<file path="src/rtl/avalon_mm_master_pkg.sv">
// rtl/avalon_mm_master_pkg.sv - shared types and defaults for the Avalon-MM host controller
// Contents:
//   state_t      controller FSM states
//   DEF_*        default parameter values
//   bus_req_t    one captured bus request (address, write data, direction)
package avalon_mm_master_pkg;

   localparam int DEF_ADDR_W      = 32;
   localparam int DEF_DATA_W      = 32;
   localparam int DEF_TIMEOUT_CYC = 1024;

   typedef enum logic [2:0] {
      IDLE   = 3'd0,
      WR     = 3'd1,
      RD     = 3'd2,
      RDWAIT = 3'd3,
      RESP   = 3'd4
   } state_t;

   typedef struct packed {
      logic [DEF_ADDR_W-1:0] addr;
      logic [DEF_DATA_W-1:0] wdata;
      logic                  write;
   } bus_req_t;

endpackage

</file>
<file path="src/rtl/avalon_mm_master_ctrl_if.sv">
// rtl/avalon_mm_master_ctrl_if.sv - command/response and Avalon-MM signal bundle
// Groups:
//   cmd_*   local command port (valid/ready), into the controller
//   rsp_*   local response port (valid/ready), out of the controller
//   avm_*   Avalon-MM host-side bus signals
// Modports:
//   master  the controller's view
//   slave   the environment's view (command source, response sink, responder)
interface avalon_mm_master_ctrl_if #(
   parameter int ADDR_W = 32,
   parameter int DATA_W = 32
);
   logic              cmd_valid;
   logic              cmd_ready;
   logic              cmd_write;
   logic [ADDR_W-1:0] cmd_addr;
   logic [DATA_W-1:0] cmd_wdata;

   logic              rsp_valid;
   logic              rsp_ready;
   logic [DATA_W-1:0] rsp_rdata;
   logic              rsp_err;

   logic [ADDR_W-1:0]   avm_address;
   logic                avm_read;
   logic                avm_write;
   logic [DATA_W-1:0]   avm_writedata;
   logic [DATA_W/8-1:0] avm_byteenable;
   logic [DATA_W-1:0]   avm_readdata;
   logic                avm_waitrequest;
   logic                avm_readdatavalid;

   modport master (
      input  cmd_valid, cmd_write, cmd_addr, cmd_wdata, rsp_ready,
             avm_readdata, avm_waitrequest, avm_readdatavalid,
      output cmd_ready, rsp_valid, rsp_rdata, rsp_err,
             avm_address, avm_read, avm_write, avm_writedata, avm_byteenable
   );

   modport slave (
      output cmd_valid, cmd_write, cmd_addr, cmd_wdata, rsp_ready,
             avm_readdata, avm_waitrequest, avm_readdatavalid,
      input  cmd_ready, rsp_valid, rsp_rdata, rsp_err,
             avm_address, avm_read, avm_write, avm_writedata, avm_byteenable
   );

endinterface

</file>
<file path="src/rtl/avalon_mm_master_ctrl_mm_timeout_counter.sv">
// rtl/avalon_mm_master_ctrl_mm_timeout_counter.sv - bus-transfer watchdog counter
// Ports:
//   clk, reset_n  clock, asynchronous active-low reset
//   clear         restart counting from zero (wins over enable)
//   enable        count one cycle
//   expired       count has reached TIMEOUT_CYC-1
// The count saturates at TIMEOUT_CYC-1 so expired stays high until cleared.
module mm_timeout_counter #(
   parameter int TIMEOUT_CYC = 1024
) (
   input  logic clk,
   input  logic reset_n,
   input  logic clear,
   input  logic enable,
   output logic expired
);
   localparam int CNT_W = (TIMEOUT_CYC > 2) ? $clog2(TIMEOUT_CYC) : 1;
   localparam logic [CNT_W-1:0] LAST = CNT_W'(TIMEOUT_CYC - 1);

   logic [CNT_W-1:0] count;

   always_ff @(posedge clk or negedge reset_n) begin
      if (!reset_n) begin
         count <= '0;
      end else if (clear) begin
         count <= '0;
      end else if (enable && (count != LAST)) begin
         count <= count + 1'b1;
      end
   end

   assign expired = (count == LAST);

endmodule

</file>
<file path="src/rtl/avalon_mm_master_ctrl.sv">
// rtl/avalon_mm_master_ctrl.sv - Avalon-MM host issuing single read/write transfers
// Turns one command from the cmd_* port into one Avalon-MM transfer and returns
// one response on rsp_*. One transfer outstanding; avm_* and rsp_* registered.
// Ports:
//   clk      clock
//   reset_n  asynchronous active-low reset
//   bus      avalon_mm_master_ctrl_if.master (cmd_*, rsp_*, avm_*)
// Build option:
//   MM_MASTER_TIMEOUT_EN  adds a watchdog; a transfer not finished within
//                         TIMEOUT_CYC cycles is abandoned with rsp_err=1.
module avalon_mm_master_ctrl
   import avalon_mm_master_pkg::*;
#(
   parameter int ADDR_W      = DEF_ADDR_W,
   parameter int DATA_W      = DEF_DATA_W,
   parameter int TIMEOUT_CYC = DEF_TIMEOUT_CYC
) (
   input logic                    clk,
   input logic                    reset_n,
   avalon_mm_master_ctrl_if.master bus
);

   state_t            state_q, state_d;
   logic [ADDR_W-1:0] addr_q, addr_d;
   logic [DATA_W-1:0] wdata_q, wdata_d;
   logic              read_q, read_d;
   logic              write_q, write_d;
   logic              rsp_valid_q, rsp_valid_d;
   logic [DATA_W-1:0] rdata_q, rdata_d;
   logic              err_q, err_d;
   logic              timeout_hit;

`ifdef MM_MASTER_TIMEOUT_EN
   logic accept;
   logic busy;

   // Entering WR/RD always comes from an accepted command, so the accept
   // strobe is the counter's clear.
   assign accept = (state_q == IDLE) && bus.cmd_valid;
   assign busy   = (state_q == WR) || (state_q == RD) || (state_q == RDWAIT);

   mm_timeout_counter #(
      .TIMEOUT_CYC (TIMEOUT_CYC)
   ) u_timeout (
      .clk     (clk),
      .reset_n (reset_n),
      .clear   (accept),
      .enable  (busy),
      .expired (timeout_hit)
   );
`else
   // No watchdog: the controller waits on the responder indefinitely.
   logic unused_timeout_cyc;
   assign unused_timeout_cyc = ^TIMEOUT_CYC;
   assign timeout_hit        = 1'b0;
`endif

   always_ff @(posedge clk or negedge reset_n) begin
      if (!reset_n) begin
         state_q     <= IDLE;
         addr_q      <= '0;
         wdata_q     <= '0;
         read_q      <= 1'b0;
         write_q     <= 1'b0;
         rsp_valid_q <= 1'b0;
         rdata_q     <= '0;
         err_q       <= 1'b0;
      end else begin
         state_q     <= state_d;
         addr_q      <= addr_d;
         wdata_q     <= wdata_d;
         read_q      <= read_d;
         write_q     <= write_d;
         rsp_valid_q <= rsp_valid_d;
         rdata_q     <= rdata_d;
         err_q       <= err_d;
      end
   end

   always_comb begin
      state_d     = state_q;
      addr_d      = addr_q;
      wdata_d     = wdata_q;
      read_d      = read_q;
      write_d     = write_q;
      rsp_valid_d = rsp_valid_q;
      rdata_d     = rdata_q;
      err_d       = err_q;

      case (state_q)
         IDLE: begin
            if (bus.cmd_valid) begin
               addr_d  = bus.cmd_addr;
               wdata_d = bus.cmd_wdata;
               if (bus.cmd_write) begin
                  write_d = 1'b1;
                  state_d = WR;
               end else begin
                  read_d  = 1'b1;
                  state_d = RD;
               end
            end
         end

         WR: begin
            if (!bus.avm_waitrequest || timeout_hit) begin
               write_d     = 1'b0;
               rsp_valid_d = 1'b1;
               rdata_d     = '0;
               err_d       = bus.avm_waitrequest;
               state_d     = RESP;
            end
         end

         RD: begin
            // A completed handshake with data in the same cycle beats the
            // watchdog; otherwise the watchdog is checked before falling into
            // RDWAIT so an expired count is never carried over.
            if (!bus.avm_waitrequest && bus.avm_readdatavalid) begin
               read_d      = 1'b0;
               rsp_valid_d = 1'b1;
               rdata_d     = bus.avm_readdata;
               err_d       = 1'b0;
               state_d     = RESP;
            end else if (timeout_hit) begin
               read_d      = 1'b0;
               rsp_valid_d = 1'b1;
               rdata_d     = '0;
               err_d       = 1'b1;
               state_d     = RESP;
            end else if (!bus.avm_waitrequest) begin
               read_d  = 1'b0;
               state_d = RDWAIT;
            end
         end

         RDWAIT: begin
            if (bus.avm_readdatavalid) begin
               rsp_valid_d = 1'b1;
               rdata_d     = bus.avm_readdata;
               err_d       = 1'b0;
               state_d     = RESP;
            end else if (timeout_hit) begin
               rsp_valid_d = 1'b1;
               rdata_d     = '0;
               err_d       = 1'b1;
               state_d     = RESP;
            end
         end

         RESP: begin
            if (bus.rsp_ready) begin
               rsp_valid_d = 1'b0;
               state_d     = IDLE;
            end
         end

         default: begin
            read_d      = 1'b0;
            write_d     = 1'b0;
            rsp_valid_d = 1'b0;
            state_d     = IDLE;
         end
      endcase
   end

   assign bus.cmd_ready      = (state_q == IDLE);
   assign bus.rsp_valid      = rsp_valid_q;
   assign bus.rsp_rdata      = rdata_q;
`ifdef MM_MASTER_TIMEOUT_EN
   assign bus.rsp_err        = err_q;
`else
   assign bus.rsp_err        = 1'b0;
   logic unused_err;
   assign unused_err = err_q;
`endif
   assign bus.avm_address    = addr_q;
   assign bus.avm_read       = read_q;
   assign bus.avm_write      = write_q;
   assign bus.avm_writedata  = wdata_q;
   assign bus.avm_byteenable = '1;

endmodule
</file>
<file path="src/flat_wrapper.sv">
// flat-port wrapper written by rule: the top's interface ports become plain ports
module avalon_mm_master_ctrl_flat import avalon_mm_master_pkg::*;
#(
   parameter int ADDR_W      = DEF_ADDR_W,
   parameter int DATA_W      = DEF_DATA_W,
   parameter int TIMEOUT_CYC = DEF_TIMEOUT_CYC
)
  (clk, reset_n, bus_cmd_valid, bus_cmd_write, bus_cmd_addr, bus_cmd_wdata, bus_rsp_ready, bus_avm_readdata, bus_avm_waitrequest, bus_avm_readdatavalid, bus_cmd_ready, bus_rsp_valid, bus_rsp_rdata, bus_rsp_err, bus_avm_address, bus_avm_read, bus_avm_write, bus_avm_writedata, bus_avm_byteenable);
  avalon_mm_master_ctrl_if #(.ADDR_W(ADDR_W), .DATA_W(DATA_W)) bus_i ();
  input logic clk;
  input logic reset_n;
  input wire logic [$bits(bus_i.cmd_valid)-1:0] bus_cmd_valid;
  input wire logic [$bits(bus_i.cmd_write)-1:0] bus_cmd_write;
  input wire logic [$bits(bus_i.cmd_addr)-1:0] bus_cmd_addr;
  input wire logic [$bits(bus_i.cmd_wdata)-1:0] bus_cmd_wdata;
  input wire logic [$bits(bus_i.rsp_ready)-1:0] bus_rsp_ready;
  input wire logic [$bits(bus_i.avm_readdata)-1:0] bus_avm_readdata;
  input wire logic [$bits(bus_i.avm_waitrequest)-1:0] bus_avm_waitrequest;
  input wire logic [$bits(bus_i.avm_readdatavalid)-1:0] bus_avm_readdatavalid;
  output wire logic [$bits(bus_i.cmd_ready)-1:0] bus_cmd_ready;
  output wire logic [$bits(bus_i.rsp_valid)-1:0] bus_rsp_valid;
  output wire logic [$bits(bus_i.rsp_rdata)-1:0] bus_rsp_rdata;
  output wire logic [$bits(bus_i.rsp_err)-1:0] bus_rsp_err;
  output wire logic [$bits(bus_i.avm_address)-1:0] bus_avm_address;
  output wire logic [$bits(bus_i.avm_read)-1:0] bus_avm_read;
  output wire logic [$bits(bus_i.avm_write)-1:0] bus_avm_write;
  output wire logic [$bits(bus_i.avm_writedata)-1:0] bus_avm_writedata;
  output wire logic [$bits(bus_i.avm_byteenable)-1:0] bus_avm_byteenable;
  assign bus_i.cmd_valid = bus_cmd_valid;
  assign bus_i.cmd_write = bus_cmd_write;
  assign bus_i.cmd_addr = bus_cmd_addr;
  assign bus_i.cmd_wdata = bus_cmd_wdata;
  assign bus_i.rsp_ready = bus_rsp_ready;
  assign bus_i.avm_readdata = bus_avm_readdata;
  assign bus_i.avm_waitrequest = bus_avm_waitrequest;
  assign bus_i.avm_readdatavalid = bus_avm_readdatavalid;
  assign bus_cmd_ready = bus_i.cmd_ready;
  assign bus_rsp_valid = bus_i.rsp_valid;
  assign bus_rsp_rdata = bus_i.rsp_rdata;
  assign bus_rsp_err = bus_i.rsp_err;
  assign bus_avm_address = bus_i.avm_address;
  assign bus_avm_read = bus_i.avm_read;
  assign bus_avm_write = bus_i.avm_write;
  assign bus_avm_writedata = bus_i.avm_writedata;
  assign bus_avm_byteenable = bus_i.avm_byteenable;
  avalon_mm_master_ctrl #(.ADDR_W(ADDR_W), .DATA_W(DATA_W), .TIMEOUT_CYC(TIMEOUT_CYC)) u_core (.clk(clk), .reset_n(reset_n), .bus(bus_i));
endmodule
</file>
<file path="config.mk">
export PLATFORM = sky130hd
export DESIGN_NAME = avalon_mm_master_ctrl_flat
export DESIGN_NICKNAME = d
export VERILOG_FILES = /design/src/rtl/avalon_mm_master_pkg.sv /design/src/rtl/avalon_mm_master_ctrl_if.sv /design/src/rtl/avalon_mm_master_ctrl_mm_timeout_counter.sv /design/src/rtl/avalon_mm_master_ctrl.sv /design/src/flat_wrapper.sv
export SDC_FILE = /design/constraint.sdc
export NUM_CORES = 1
export LEC_CHECK = 0
export CAP_MARGIN = 20
export CORE_MARGIN = 2
export CORE_UTILIZATION = 44
export DETAILED_ROUTE_END_ITERATION = 16
export PLACE_DENSITY_LB_ADDON = 0.2
export SYNTH_ARGS = -nofsm -noshare
export SYNTH_HDL_FRONTEND = slang
export SYNTH_SLANG_ARGS = --single-unit
</file>
<file path="constraint.sdc">
create_clock -name clk -period 4.4 [get_ports clk]
set_clock_uncertainty 0.05 [all_clocks]
set_input_delay 0.66 -clock clk [delete_from_list [all_inputs] [get_ports clk]]
set_output_delay 0.66 -clock clk [all_outputs]
set_load 0.05 [all_outputs]
</file>
; Word level (Yosys, flattened, before mapping)
; Cells that the tools add are included.
[totals]
reg_bits = 102
latch_bits = 0
ram_bits = 0
romBits = 0
in_bits = 103
output_inout_bits = 105
word_cells = 59
mem_count = 0
[op_classes]
addsub = 0
n_mul = 0
div_mod_pow = 0
magnitude_cmp = 0
n_eq_ne = 12
shifts = 0
muxes = 25
bitwise = 3
reduce_logical = 12
[ops]
columns = cell, n
row1 = 32-bit 2-to-1 mux, 3
row2 = 32-bit case mux with 3 select lines, 1
row3 = 3-bit 2-to-1 mux, 6
row4 = 3-bit case mux with 5 select lines, 1
row5 = "2-bit != test, second input constant", 6
row6 = 4-bit AND reduction, 3
row7 = 1-bit 2-to-1 mux, 10
row8 = 5-bit AND reduction, 2
row9 = "3-bit by 2-bit equality test with 1-bit output, second input constant", 2
row10 = 1-bit case mux with 3 select lines, 2
row11 = 3-bit OR reduction, 2
row12 = 1-bit case mux with 5 select lines, 1
row13 = "3-bit by 1-bit equality test with 1-bit output, second input constant", 1
row14 = "3-bit equality test, second input constant", 1
row15 = 3-bit logical NOT, 1
row16 = "3-bit by 2-bit != test with 1-bit output, second input constant", 1
row17 = 1-bit NOT, 3
row18 = 3-bit nonzero test, 1
row19 = 2-bit 2-to-1 mux, 1
row20 = "2-bit by 1-bit != test with 1-bit output, second input constant", 1
row21 = 2-bit AND reduction, 1
row22 = 1-bit logical AND, 1
row23 = 1-bit logical NOT, 1

; Longest topological paths before layout
[depth]
word_depth = 4
ltp_mapped = 5
ltp_nobuf = 3

; Worst setup path after synthesis
; No wires, ideal clock.
[synth_timing]
path_type = flip-flop to flip-flop
start = register u_core.state_q[1]
end = register u_core.addr_q[10] (netlist: u_core.bus.avm_address[10])
setup_ns = 0.125
arrival_ns = 1.968
slack_ns = 2.257
stages_incl_launch_ff = 6
period_less_slack_ns = 2.143
path_cell_list = dfrtp_1 -> nor3_2 -> and2_4 -> buf_6 -> buf_12 -> mux2_4
[synth_between]
elab_chain_cells = 2
[synth_lines]
columns = element, line_no
row1 = "start, declared", avalon_mm_master_ctrl.sv:23  ; state_t state_q, state_d;
row2 = "start signal, assigned", avalon_mm_master_ctrl.sv:69  ; state_q <= state_d;
row3 = 3-bit logical NOT, -
row4 = net bus_cmd_ready, flat_wrapper.sv:20  ; output wire logic [$bits(bus_i.cmd_ready)-1:0] bus_cmd_ready;
row5 = 2-bit AND reduction (no line), -
row6 = "end signal, assigned", avalon_mm_master_ctrl.sv:70  ; addr_q <= addr_d;
row7 = "end, declared", avalon_mm_master_ctrl.sv:24  ; logic [ADDR_W-1:0] addr_q, addr_d;
; The timed path passes the listed nets, and every way through them passes these cells.
; A chain may end at the register's enable or synchronous reset.

; Worst setup path after layout
[layout_timing]
start = register u_core.state_q[2]
end = output bus_cmd_ready
[layout_between]
elab_chain_cells = 1
[layout_lines]
columns = element, line_no
row1 = 3-bit logical NOT, avalon_mm_master_ctrl.sv:167  ; assign bus.cmd_ready = (state_q == IDLE);
row2 = "end, declared", flat_wrapper.sv:20
; No other way between the ends.

==> impl_metrics.toml <==
[status]
outcome = "finished, final reports clean"

[clock_network]
holdBufCountCts = 0
ctsResizeCount = 0
ctsHtreeMaxLevel = 3
cts_inserted_buffers = 9
cts-root-to-sink-buffers = 2
clk-insertion-delay-late_ns = 0.34
cts.repair_timing.setup_buffer_count = 0
cts_tree = "yes"
cts_num_sinks = 102
worst_path_clk_slew_ns = 0.09
clockRootBuffer = "sky130_fd_sc_hd__clkbuf_8"

[critical_path]
setup.worst_path.start = "u_core.state_q[2]"
worst-path-max-fanout = 13
worst_ep_required_time_ns = 3.69
crit-reg2reg-launch = "u_core.state_q[2]"
worstRegToRegCells = 4
cp-endpoint = "bus_cmd_ready"
worstReg2RegEnd = "u_core.bus.avm_address[31]"
timing.critical_path.from_type = "flip-flop"
cp_data_arrival_time_ns = 1.95
timing_worst_setup_path_type = "reg2out"
critPathCaptureType = "primary output"
regToRegSetupSlack_ns = 2.14

[placement]
hpwlAfterDp_um = 7620
io_buffers = 202
finalWeightedCongestion = 0.748
place_ws_ns = 1.61

[finish]
nets = 564
insertedDiodeCount = 0
area.growth.synth_to_final_pct = 53.8
drive_above_1_share = 0.195

[route]
drtPass1Iterations = 4
route.detailed.vias_per_inst = 5.01
number_of_design_rule_violations_left_by_the_first_detailed_router_iteration = 51
routed_wire_length_per_instance_um = 17.5
post_detailed_route_count_of_antenna_violating_nets = 0
postRouteWirelength_um = 10500
vias = 3001
drc = 0

[logic_synthesis]
synthesis.area_sq_um = 4290
synth_cell_types = 32
synth.yosys.seq_area_share = 0.594
post_synth_and_or_nand_nor_area_fraction = 0.0300
syn_inst = 263
postSynth.asyncResetShare = 1.00
dominant_combinational_cell_family_by_area_after_synthesis = "multiplexers"
post_synth_xor_area_fraction = 0
post_synth_top_area_share = 0.594
synth_compound_area_frac = 0.0985
yosys.cell_count.top_type = "sky130_fd_sc_hd__dfrtp_1"
number_of_register_bits_inferred_by_synthesis = 102
synth.area.top_cells = "sky130_fd_sc_hd__dfrtp_1 (59%), sky130_fd_sc_hd__mux2_4 (21%), sky130_fd_sc_hd__a32o_1 (7.5%)"
synth_area_per_inst_sq_um = 16.3
synthDominantAreaCellType = "sky130_fd_sc_hd__dfrtp_1"
synth_mux_area_frac = 0.220
synth_top_cells_by_count = "sky130_fd_sc_hd__dfrtp_1 (102), sky130_fd_sc_hd__mux2_4 (60), sky130_fd_sc_hd__a32o_1 (32)"
ys.flop_type = "sky130_fd_sc_hd__dfrtp_1"
synth-edff-count = 0
yosysWarnings = 0
synth_adder_area_share = 0

[sta]
max_freq_ghz = 0.377
setup-tns-final_ns = 0
worst_slew_pin_slew_ns = 0.768
timing.final.crit_period_ns = 2.66
hold_viol_final = 0
grt_setup_unrepaired = "no"
final.setup.worst_slack_ns = 1.74
setup_viol_count_final = 0
final_max_slew_viol_count = 0
timing.max_slew.rel_slack = 0.488
layout_worst_path_cycle_share = 0.604

[die]
die_h_um = 103
core_region_area_sq_um = 9640
floorplan.initialDensity = 0.445
top_level_pins = 208
die_x_um = 103
dieArea_sq_um = 10600
std_cell_rows = 36

[power]
pwr_density_cell_nw_per_um2 = 944
max-vdd-ir-drop_mv = 0.646
static_leakage_power_nw = 2.83

[global_route]
globalRouteTotalUtil = 0.195
number_of_global_route_vias_before_repair = 3122
number_of_antenna_violations_at_the_first_check_in_global_routing = 0
grt_max_degree = 47
first_pass_grt_wire_length_um = 15700
global_route.overflow_total = 0

[run]
maxCapViolations = 0

[worst_hold_path]
hold_path_class = "in2async"
-- area by class of cell --
cell class	count	area (sq um)
clock buffers	10	138
clock inverters	6	116
fillers	749	3040
inverters	2	7.51
multi-input cells	138	1530
flip-flops and latches	102	2550
well taps	133	166
repair buffers	208	2100
-- worst min-delay path by stage --
stage | endpoint | from | cells after the start
after global placement | u_core.bus.avm_writedata[31] | u_core.bus.avm_writedata[31] | 1
after floorplan | u_core.bus.avm_address[0] | reset_n | 0
after global routing | u_core.bus.avm_writedata[28] | reset_n | 1
after detailed placement | u_core.bus.avm_address[22] | u_core.bus.avm_address[22] | 1
after CTS | u_core.bus.avm_writedata[28] | reset_n | 1
final | u_core.bus.avm_writedata[28] | reset_n | 1
-- where the power goes --
group	switching, W	internal (W)
combinational	0.00227	0.00155
clock	0.000323	0.000399
sequential	0.000294	0.00141
-- per-layer routing --
metal	GRT usage	share of wire
met1	0.245	0.41
met2	0.326	0.49
met3	0.0556	0.085
met4	0.0678	0.016
met5	0	0
-- critical path, cell delays in order (launching register included) --
cell and delay [ns]:
sky130_fd_sc_hd__dfrtp_1 0.55, sky130_fd_sc_hd__nor3_2 0.20, sky130_fd_sc_hd__clkdlybuf4s50_1 0.84
-- cells by family after synthesis --
family | count (synthesis)
other cells | 2
flops | 102
compound gates | 47
mux | 64
buf+inv | 26
simple gates | 22
-- cells in the final DEF, fill, tap and decap left out --
| cell type | instances |
|---|---|
| sky130_fd_sc_hd__inv_6 | 2 |
| sky130_fd_sc_hd__inv_1 | 2 |
| sky130_fd_sc_hd__nand2_1 | 4 |
| sky130_fd_sc_hd__nor3_2 | 1 |
| sky130_fd_sc_hd__buf_16 | 1 |
| sky130_fd_sc_hd__nor2_1 | 7 |
| sky130_fd_sc_hd__o311ai_0 | 1 |
| sky130_fd_sc_hd__conb_1 | 5 |
| sky130_fd_sc_hd__a21boi_0 | 1 |
| sky130_fd_sc_hd__o21ai_0 | 2 |
| sky130_fd_sc_hd__a221oi_1 | 1 |
| sky130_fd_sc_hd__mux2_2 | 4 |
| sky130_fd_sc_hd__buf_4 | 5 |
| sky130_fd_sc_hd__clkbuf_8 | 10 |
| sky130_fd_sc_hd__and3b_1 | 1 |
| sky130_fd_sc_hd__o21ai_2 | 1 |
| sky130_fd_sc_hd__nor2b_1 | 2 |
| sky130_fd_sc_hd__nor3b_4 | 1 |
| sky130_fd_sc_hd__buf_12 | 1 |
| sky130_fd_sc_hd__nand2b_1 | 3 |
| sky130_fd_sc_hd__a31oi_1 | 1 |
| sky130_fd_sc_hd__clkdlybuf4s50_1 | 201 |
| sky130_fd_sc_hd__mux2_4 | 60 |
| sky130_fd_sc_hd__o32ai_1 | 1 |
| sky130_fd_sc_hd__and2_1 | 1 |
| sky130_fd_sc_hd__dfrtp_1 | 102 |
| sky130_fd_sc_hd__a21oi_1 | 3 |
| sky130_fd_sc_hd__bufinv_16 | 3 |
| sky130_fd_sc_hd__a32o_1 | 32 |
| sky130_fd_sc_hd__and2_4 | 1 |
| sky130_fd_sc_hd__a21o_1 | 1 |
| sky130_fd_sc_hd__o31a_1 | 1 |
| sky130_fd_sc_hd__o21a_1 | 1 |
| sky130_fd_sc_hd__or4b_1 | 1 |
| sky130_fd_sc_hd__a2111oi_0 | 1 |
| sky130_fd_sc_hd__clkinv_4 | 1 |
-- registers in the layout, summed over array words and instances (netlist names) --
name / count
u_core.bus.rsp_rdata: 32
u_core.bus.avm_write: 1
u_core.state_q: 3
u_core.bus.avm_address: 32
u_core.bus.rsp_valid: 1
u_core.bus.avm_read: 1
u_core.bus.avm_writedata: 32
-- stage by stage --
stage / util / cells / cell area [sq um] / power [W] / hold WS [ns]
after detailed placement: 0.656 / 582 / 6320 / 0.00554 / 0.441
after global placement: 0.656 / 582 / 6320 / 0.00549 / 0.439
after floorplan: - / 266 / 4310 / 0.00438 / 0.314
after CTS: 0.682 / 598 / 6580 / 0.00629 / 0.246
final: 0.685 / 599 / 6600 / 0.00624 / 0.237
after global routing: 0.685 / 599 / 6600 / 0.00652 / 0.265
Note: power is estimated with default switching activity, not from simulation.
